File: src/rtl/pcileech_tx_256_32.sv
// pcileech_tx_256_32: 256-bit to 32-bit TX downsizer between pcileech_fifo
// and the deep FT601 output FIFO, with ring buffer, overflow flag and level.
//
// Ports:
//   clk, rst_n         FT601 clock, asynchronous active-low reset
//   din, din_valid     256-bit word strobe (no ready; accepted or dropped)
//   dout, dout_valid   32-bit dword stream, dword 0 (din[31:0]) first
//   dout_almost_full   deep FIFO almost_full, stalls the serializer
//   level              256-bit words buffered (serializer word excluded)
//   busy               buffer non-empty or serializer holding a word
//   overflow           sticky, set when a word is dropped while full
`timescale 1ns/1ps
module pcileech_tx_256_32 #(
   parameter int DEPTH      = 4,
   parameter int DEPTH_LOG2 = 2
) (
   input  logic                  clk,
   input  logic                  rst_n,
   input  logic [255:0]          din,
   input  logic                  din_valid,
   output logic [31:0]           dout,
   output logic                  dout_valid,
   input  logic                  dout_almost_full,
   output logic [DEPTH_LOG2:0]   level,
   output logic                  busy,
   output logic                  overflow
);

   typedef enum logic {
      S_IDLE,
      S_SHIFT
   } state_t;

   state_t                r_state;
   state_t                w_state_nxt;
   logic [DEPTH_LOG2:0]   r_wp;
   logic [DEPTH_LOG2:0]   r_rp;
   logic [255:0]          r_mem [DEPTH];
   logic [255:0]          r_sr;
   logic [255:0]          w_sr_nxt;
   logic [2:0]            r_idx;
   logic [2:0]            w_idx_nxt;
   logic [7:0]            w_bit;
   logic [31:0]           r_dout;
   logic [31:0]           w_dout_nxt;
   logic                  r_dout_vld;
   logic                  w_dout_vld_nxt;
   logic                  r_ovf;
   logic [DEPTH_LOG2:0]   w_level;
   logic                  w_empty;
   logic                  w_full;
   logic                  w_pop;
   logic                  w_push;
   logic                  w_drop;
   logic [255:0]          w_head;

   assign w_level = r_wp - r_rp;
   assign w_empty = (w_level == '0);
   assign w_full  = (w_level == (DEPTH_LOG2+1)'(DEPTH));
   assign w_head  = r_mem[r_rp[DEPTH_LOG2-1:0]];
   assign w_bit   = {r_idx, 5'b00000};

   // A pop in the same edge frees a slot, so a full buffer still accepts.
   assign w_push  = din_valid & (~w_full | w_pop);
   assign w_drop  = din_valid & w_full & ~w_pop;

   always_comb begin
      w_state_nxt    = r_state;
      w_sr_nxt       = r_sr;
      w_idx_nxt      = r_idx;
      w_dout_nxt     = r_dout;
      w_dout_vld_nxt = 1'b0;
      w_pop          = 1'b0;
      unique case (r_state)
         S_IDLE: begin
            if (!w_empty) begin
               w_pop       = 1'b1;
               w_sr_nxt    = w_head;
               w_idx_nxt   = 3'd0;
               w_state_nxt = S_SHIFT;
            end
         end
         S_SHIFT: begin
            if (!dout_almost_full) begin
               w_dout_nxt     = r_sr[w_bit +: 32];
               w_dout_vld_nxt = 1'b1;
               w_idx_nxt      = r_idx + 3'd1;
               // Reload on the last dword so words stream without a bubble.
               if (r_idx == 3'd7) begin
                  if (!w_empty) begin
                     w_pop    = 1'b1;
                     w_sr_nxt = w_head;
                  end else begin
                     w_state_nxt = S_IDLE;
                  end
               end
            end
         end
      endcase
   end

   always_ff @(posedge clk or negedge rst_n) begin
      if (!rst_n) begin
         r_state    <= S_IDLE;
         r_sr       <= '0;
         r_idx      <= '0;
         r_dout     <= '0;
         r_dout_vld <= 1'b0;
         r_wp       <= '0;
         r_rp       <= '0;
         r_ovf      <= 1'b0;
      end else begin
         r_state    <= w_state_nxt;
         r_sr       <= w_sr_nxt;
         r_idx      <= w_idx_nxt;
         r_dout     <= w_dout_nxt;
         r_dout_vld <= w_dout_vld_nxt;
         if (w_push) begin
            r_wp <= r_wp + (DEPTH_LOG2+1)'(1);
         end
         if (w_pop) begin
            r_rp <= r_rp + (DEPTH_LOG2+1)'(1);
         end
         if (w_drop) begin
            r_ovf <= 1'b1;
         end
      end
   end

   always_ff @(posedge clk) begin
      if (w_push) begin
         r_mem[r_wp[DEPTH_LOG2-1:0]] <= din;
      end
   end

   assign dout       = r_dout;
   assign dout_valid = r_dout_vld;
   assign level      = w_level;
   assign busy       = (w_level != '0) | (r_state == S_SHIFT);
   assign overflow   = r_ovf;

endmodule

File: config.mk
export PLATFORM = sky130hd
export DESIGN_NAME = pcileech_tx_256_32
export DESIGN_NICKNAME = d
export VERILOG_FILES = /design/src/rtl/pcileech_tx_256_32.sv
export SDC_FILE = /design/constraint.sdc
export NUM_CORES = 1
export LEC_CHECK = 0
export CELL_PAD_IN_SITES_DETAIL_PLACEMENT = 1
export CELL_PAD_IN_SITES_GLOBAL_PLACEMENT = 2
export CORE_ASPECT_RATIO = 1.4
export CORE_MARGIN = 2
export CORE_UTILIZATION = 43
export DETAILED_ROUTE_END_ITERATION = 12
export GPL_TIMING_DRIVEN = 0
export PLACE_DENSITY_LB_ADDON = 0.1
export SLEW_MARGIN = 20
export SYNTH_ARGS = -nofsm -noshare
export SYNTH_HDL_FRONTEND = slang
export SYNTH_SLANG_ARGS = --single-unit
File: constraint.sdc
create_clock -name clk -period 21.2 [get_ports clk]
set_input_delay 5.3 -clock clk [delete_from_list [all_inputs] [get_ports clk]]
set_output_delay 5.3 -clock clk [all_outputs]
set_load 0.05 [all_outputs]
==> results by group <==
Status
  – Result of the run: completed

Clocking
  – Clock Path Buffers: 3
  – Clock latency on the worst-skew pair: 0.75 ns
  – Inserted Clock Buffers: 133
  – Post-cts gate resize count: 0
  – Cell at the root of the clock tree: sky130_fd_sc_hd__clkbuf_16
  – Clock-pin slew of the registers on the worst-case setup and hold paths: 0.06 ns
  – Depth of the CTS H-tree: 4
  – CTS hold repair buffers: 0
  – Clock tree from TritonCTS: built
  – Number of buffers inserted by post-CTS setup repair: 0
  – Num Clock Sinks: 1324

Min path
  – Path class of the lowest-slack min-delay path: reg -> reg
  – Hold Startpoint: dout[16]

Finish
  – Fraction of final layout cells with drive strength greater than 1: 30.48%
  – Area used by multi-input combinational logic: 11280 um^2
  – Layout filler cell count: 10083
  – Area growth, synth to finish: 19.61%
  – Area taken by flip-flops and latches: 38260 um^2
  – Final design area excluding fillers: 60090 um^2
  – Non-filler instance count after layout: 4342
  – Net count, final: 3001

Placed design
  – Detail Placement HPWL: 86.82 mm
  – Final estimated routing congestion in global placement: 0.7478
  – Quantity of I/O buffers inserted on ports: 297
  – Instance count after placement with tap cells included: 4097
  – Cell Area, Placed: 55890 um^2

STA
  – Final-report hold violation count: 0
  – Peak clock frequency supported by timing: 113.7 MHz
  – Part of the cycle the worst path needs: 41.48%
  – Final setup vio count: 0
  – Final Skew: 0.02402 ns
  – Aggregate negative setup slack: 0 ns
  – Post-route minimum period: 8.794 ns
  – Transition time of the tightest slew-check pin: 1.119 ns
  – RSZ-0062 raised after global routing: false
  – Worst-case headroom to the max-slew limit: 25.43%
  – Max-slew violation count: 0

Yosys
  – Ranking of synthesized cells by instance count: sky130_fd_sc_hd__edfxtp_1 (1024), sky130_fd_sc_hd__mux2_2 (322), sky130_fd_sc_hd__dfrtp_1 (300), sky130_fd_sc_hd__mux4_2 (256), sky130_fd_sc_hd__mux2i_1 (64)
  – Most common cell in the netlist: sky130_fd_sc_hd__edfxtp_1
  – Area share of the largest cell type after synthesis: 61.21%
  – Post-synthesis cell type with the largest combined area: sky130_fd_sc_hd__edfxtp_1
  – Post-Synthesis Cell Area: 50240 um^2
  – Synthesized instance count: 2269
  – Cell types occupying the most area after synthesis: sky130_fd_sc_hd__edfxtp_1 (61%), sky130_fd_sc_hd__dfrtp_1 (15%), sky130_fd_sc_hd__mux4_2 (11%), sky130_fd_sc_hd__mux2_2 (7.2%), sky130_fd_sc_hd__mux2i_1 (1.3%)
  – YS warnings: 0
  – Sequential cell area fraction in the yosys report: 76.15%
  – Synthesized net count: 2538
  – Share of async-settable or async-resettable flops after synthesis: 22.66%
  – Post-synthesis cell type count: 36
  – Predominant post-synthesis flop cell: sky130_fd_sc_hd__edfxtp_1
  – Count of flip-flops with a built-in enable after synthesis: 1024
  – Average size of a mapped cell: 22.14 um^2
  – Number of synthesized register bits: 1324

Global route
  – Total overflow reported by the global router: 0
  – Number of global-route vias before repair: 26299
  – Largest net degree at the start of global routing: 83
  – Initial antenna violation count: 28
  – Aggregate global-route resource usage: 21.51%
  – Global-route wire length before repair: 185.2 mm

Die
  – Number of top-level pins: 298
  – Die Area: 119600 um^2
  – Initial standard-cell utilization of the core: 43.27%
  – Core Footprint: 116100 um^2
  – Horizontal die dimension: 292.9 um
  – Row Count: 148
  – Die Height: 408.4 um

Worst setup path
  – Slowest CP cell: sky130_fd_sc_hd__clkdlybuf4s50_1
  – Endpoint kind of the worst setup timing path: primary output
  – Kind of start point of the critical path: flip-flop
  – Crit path max-delay family: buffers and inverters
  – Critical path, cell by cell: inv_1 > ha_1 > fa_1 > and2_1 > clkbuf_1 > nand3_1 > clkdlybuf4s50_1
  – Buf+Inv Stages, Crit Path: 3
  – Startpoint-to-endpoint class of the critical path: reg -> out
  – Maximum fanout encountered on the critical timing path: 6
  – CP Launch Point: r_wp[0]
  – Data arrival at the endpoint of the critical path: 3.49 ns
  – Source of the worst register-to-register timing path: r_wp[0]
  – CP required: 15.90 ns
  – Biggest cell delay along the critical path: 0.83 ns

Routing
  – Total number of vias: 23690
  – Routed wire per std cell: 28.99 um
  – Vias per std cell: 5.456
  – Initial drt markers: 1328
  – DR pass1 iterations: 5
  – DR DRC count: 0
  – DRT Wirelength: 125.9 mm
  – ANT nets after route: 0

Power and ir drop
  – Maximum VDD drop: 91.54 uV
  – Pleak: 0.02078 uW
  – Total power density per cell area: 148.3 nW/um^2
  – Post-route total power: 8910 uW

Job
  – Max cap viols: 0
registers in the layout, summed over array words and instances, names as in the netlist:
name / flops
overflow: 1
r_idx: 3
r_rp: 3
dout: 32
r_mem: 1024
r_sr: 256
r_wp: 3
r_state: 1
dout_valid: 1
final timing paths:
kind,depth (start not counted),slack (ns),end
worst min-delay path,2,0.48,dout[16]
min in group asynchronous,1,4.53,r_sr[190]
worst max register to register,10,17.40,r_mem[2][131]
worst min register to register,2,0.48,dout[16]
worst max-delay path,7,12.41,busy
max in group asynchronous,3,15.25,r_sr[85]
layout make-up:
cell class	instances	area share, %
clock inverters	54	0.7850
plain buffers	123	1.160
multi-input cells	814	18.77
diodes	1	0.004164
repair buffers	328	6.238
well taps	1500	3.123
flip-flops and latches	1324	63.67
clock buffers	190	6.205
inverters	8	0.04997
worst min-delay path: cells and delay by family, from the launching register on:
kind / cells / cell delay, ns
AO/OA/AOI/OAI: 1 / 0.05
AND/OR/NAND/NOR: 1 / 0.05
flip-flops: 1 / 0.34
layout by cell type (no fill, tap or decap), types with 2 or more instances in the layout:
cell	instances
sky130_fd_sc_hd__a22o_1	34
sky130_fd_sc_hd__and3_4	4
sky130_fd_sc_hd__buf_1	3
sky130_fd_sc_hd__buf_12	11
sky130_fd_sc_hd__buf_16	20
sky130_fd_sc_hd__buf_2	38
sky130_fd_sc_hd__buf_6	24
sky130_fd_sc_hd__bufinv_16	6
sky130_fd_sc_hd__clkbuf_1	98
sky130_fd_sc_hd__clkbuf_16	138
sky130_fd_sc_hd__clkbuf_2	3
sky130_fd_sc_hd__clkbuf_8	8
sky130_fd_sc_hd__clkdlybuf4s50_1	296
sky130_fd_sc_hd__clkinv_1	17
sky130_fd_sc_hd__clkinv_2	16
sky130_fd_sc_hd__clkinv_8	3
sky130_fd_sc_hd__clkinvlp_4	5
sky130_fd_sc_hd__dfrtp_1	300
sky130_fd_sc_hd__edfxtp_1	1024
sky130_fd_sc_hd__ha_1	8
sky130_fd_sc_hd__inv_1	8
sky130_fd_sc_hd__inv_6	7
sky130_fd_sc_hd__mux2_2	322
sky130_fd_sc_hd__mux2i_1	64
sky130_fd_sc_hd__mux4_2	256
sky130_fd_sc_hd__nand2_1	35
sky130_fd_sc_hd__nand2b_1	3
sky130_fd_sc_hd__nand4_1	2
sky130_fd_sc_hd__nor2_1	2
sky130_fd_sc_hd__nor2b_1	2
sky130_fd_sc_hd__o22ai_1	32
sky130_fd_sc_hd__o31ai_1	33
sky130_fd_sc_hd__xnor2_1	3
per-stage QoR:
step	utilization, %	setup slack [ns]	hold slack (ns)
finish	51.75	12.41	0.4783
global route	51.75	12.24	0.5055
CTS	51.75	12.33	0.4836
detailed placement	48.13	12.98	0.4706
global placement	47.44	-0.4754	0.4642
floorplan	-	8.973	0.4749
cell families after synthesis:
logic type,synth area share [%]
adder cells (fa/ha/maj),0.2391
AO/OA/AOI/OAI,1.649
XOR/XNOR,0.1171
flip-flops,76.15
multiplexers,19.97
AND/OR/NAND/NOR,0.4359
buffers and inverters,1.437
metal layers:
metal / track usage (%) / routed length, um
met5: 0 / 265
met2: 36.66 / 64240
met1: 27.50 / 51300
met4: 5.340 / 2508
met3: 5.514 / 7574
where the power goes:
part	switching, uW	internal, uW	leakage [uW]
logic	1500	1220	0.00571
clock network	974	1300	0.00204
registers	285	3630	0.0130
(Power assumes the default switching activity.)
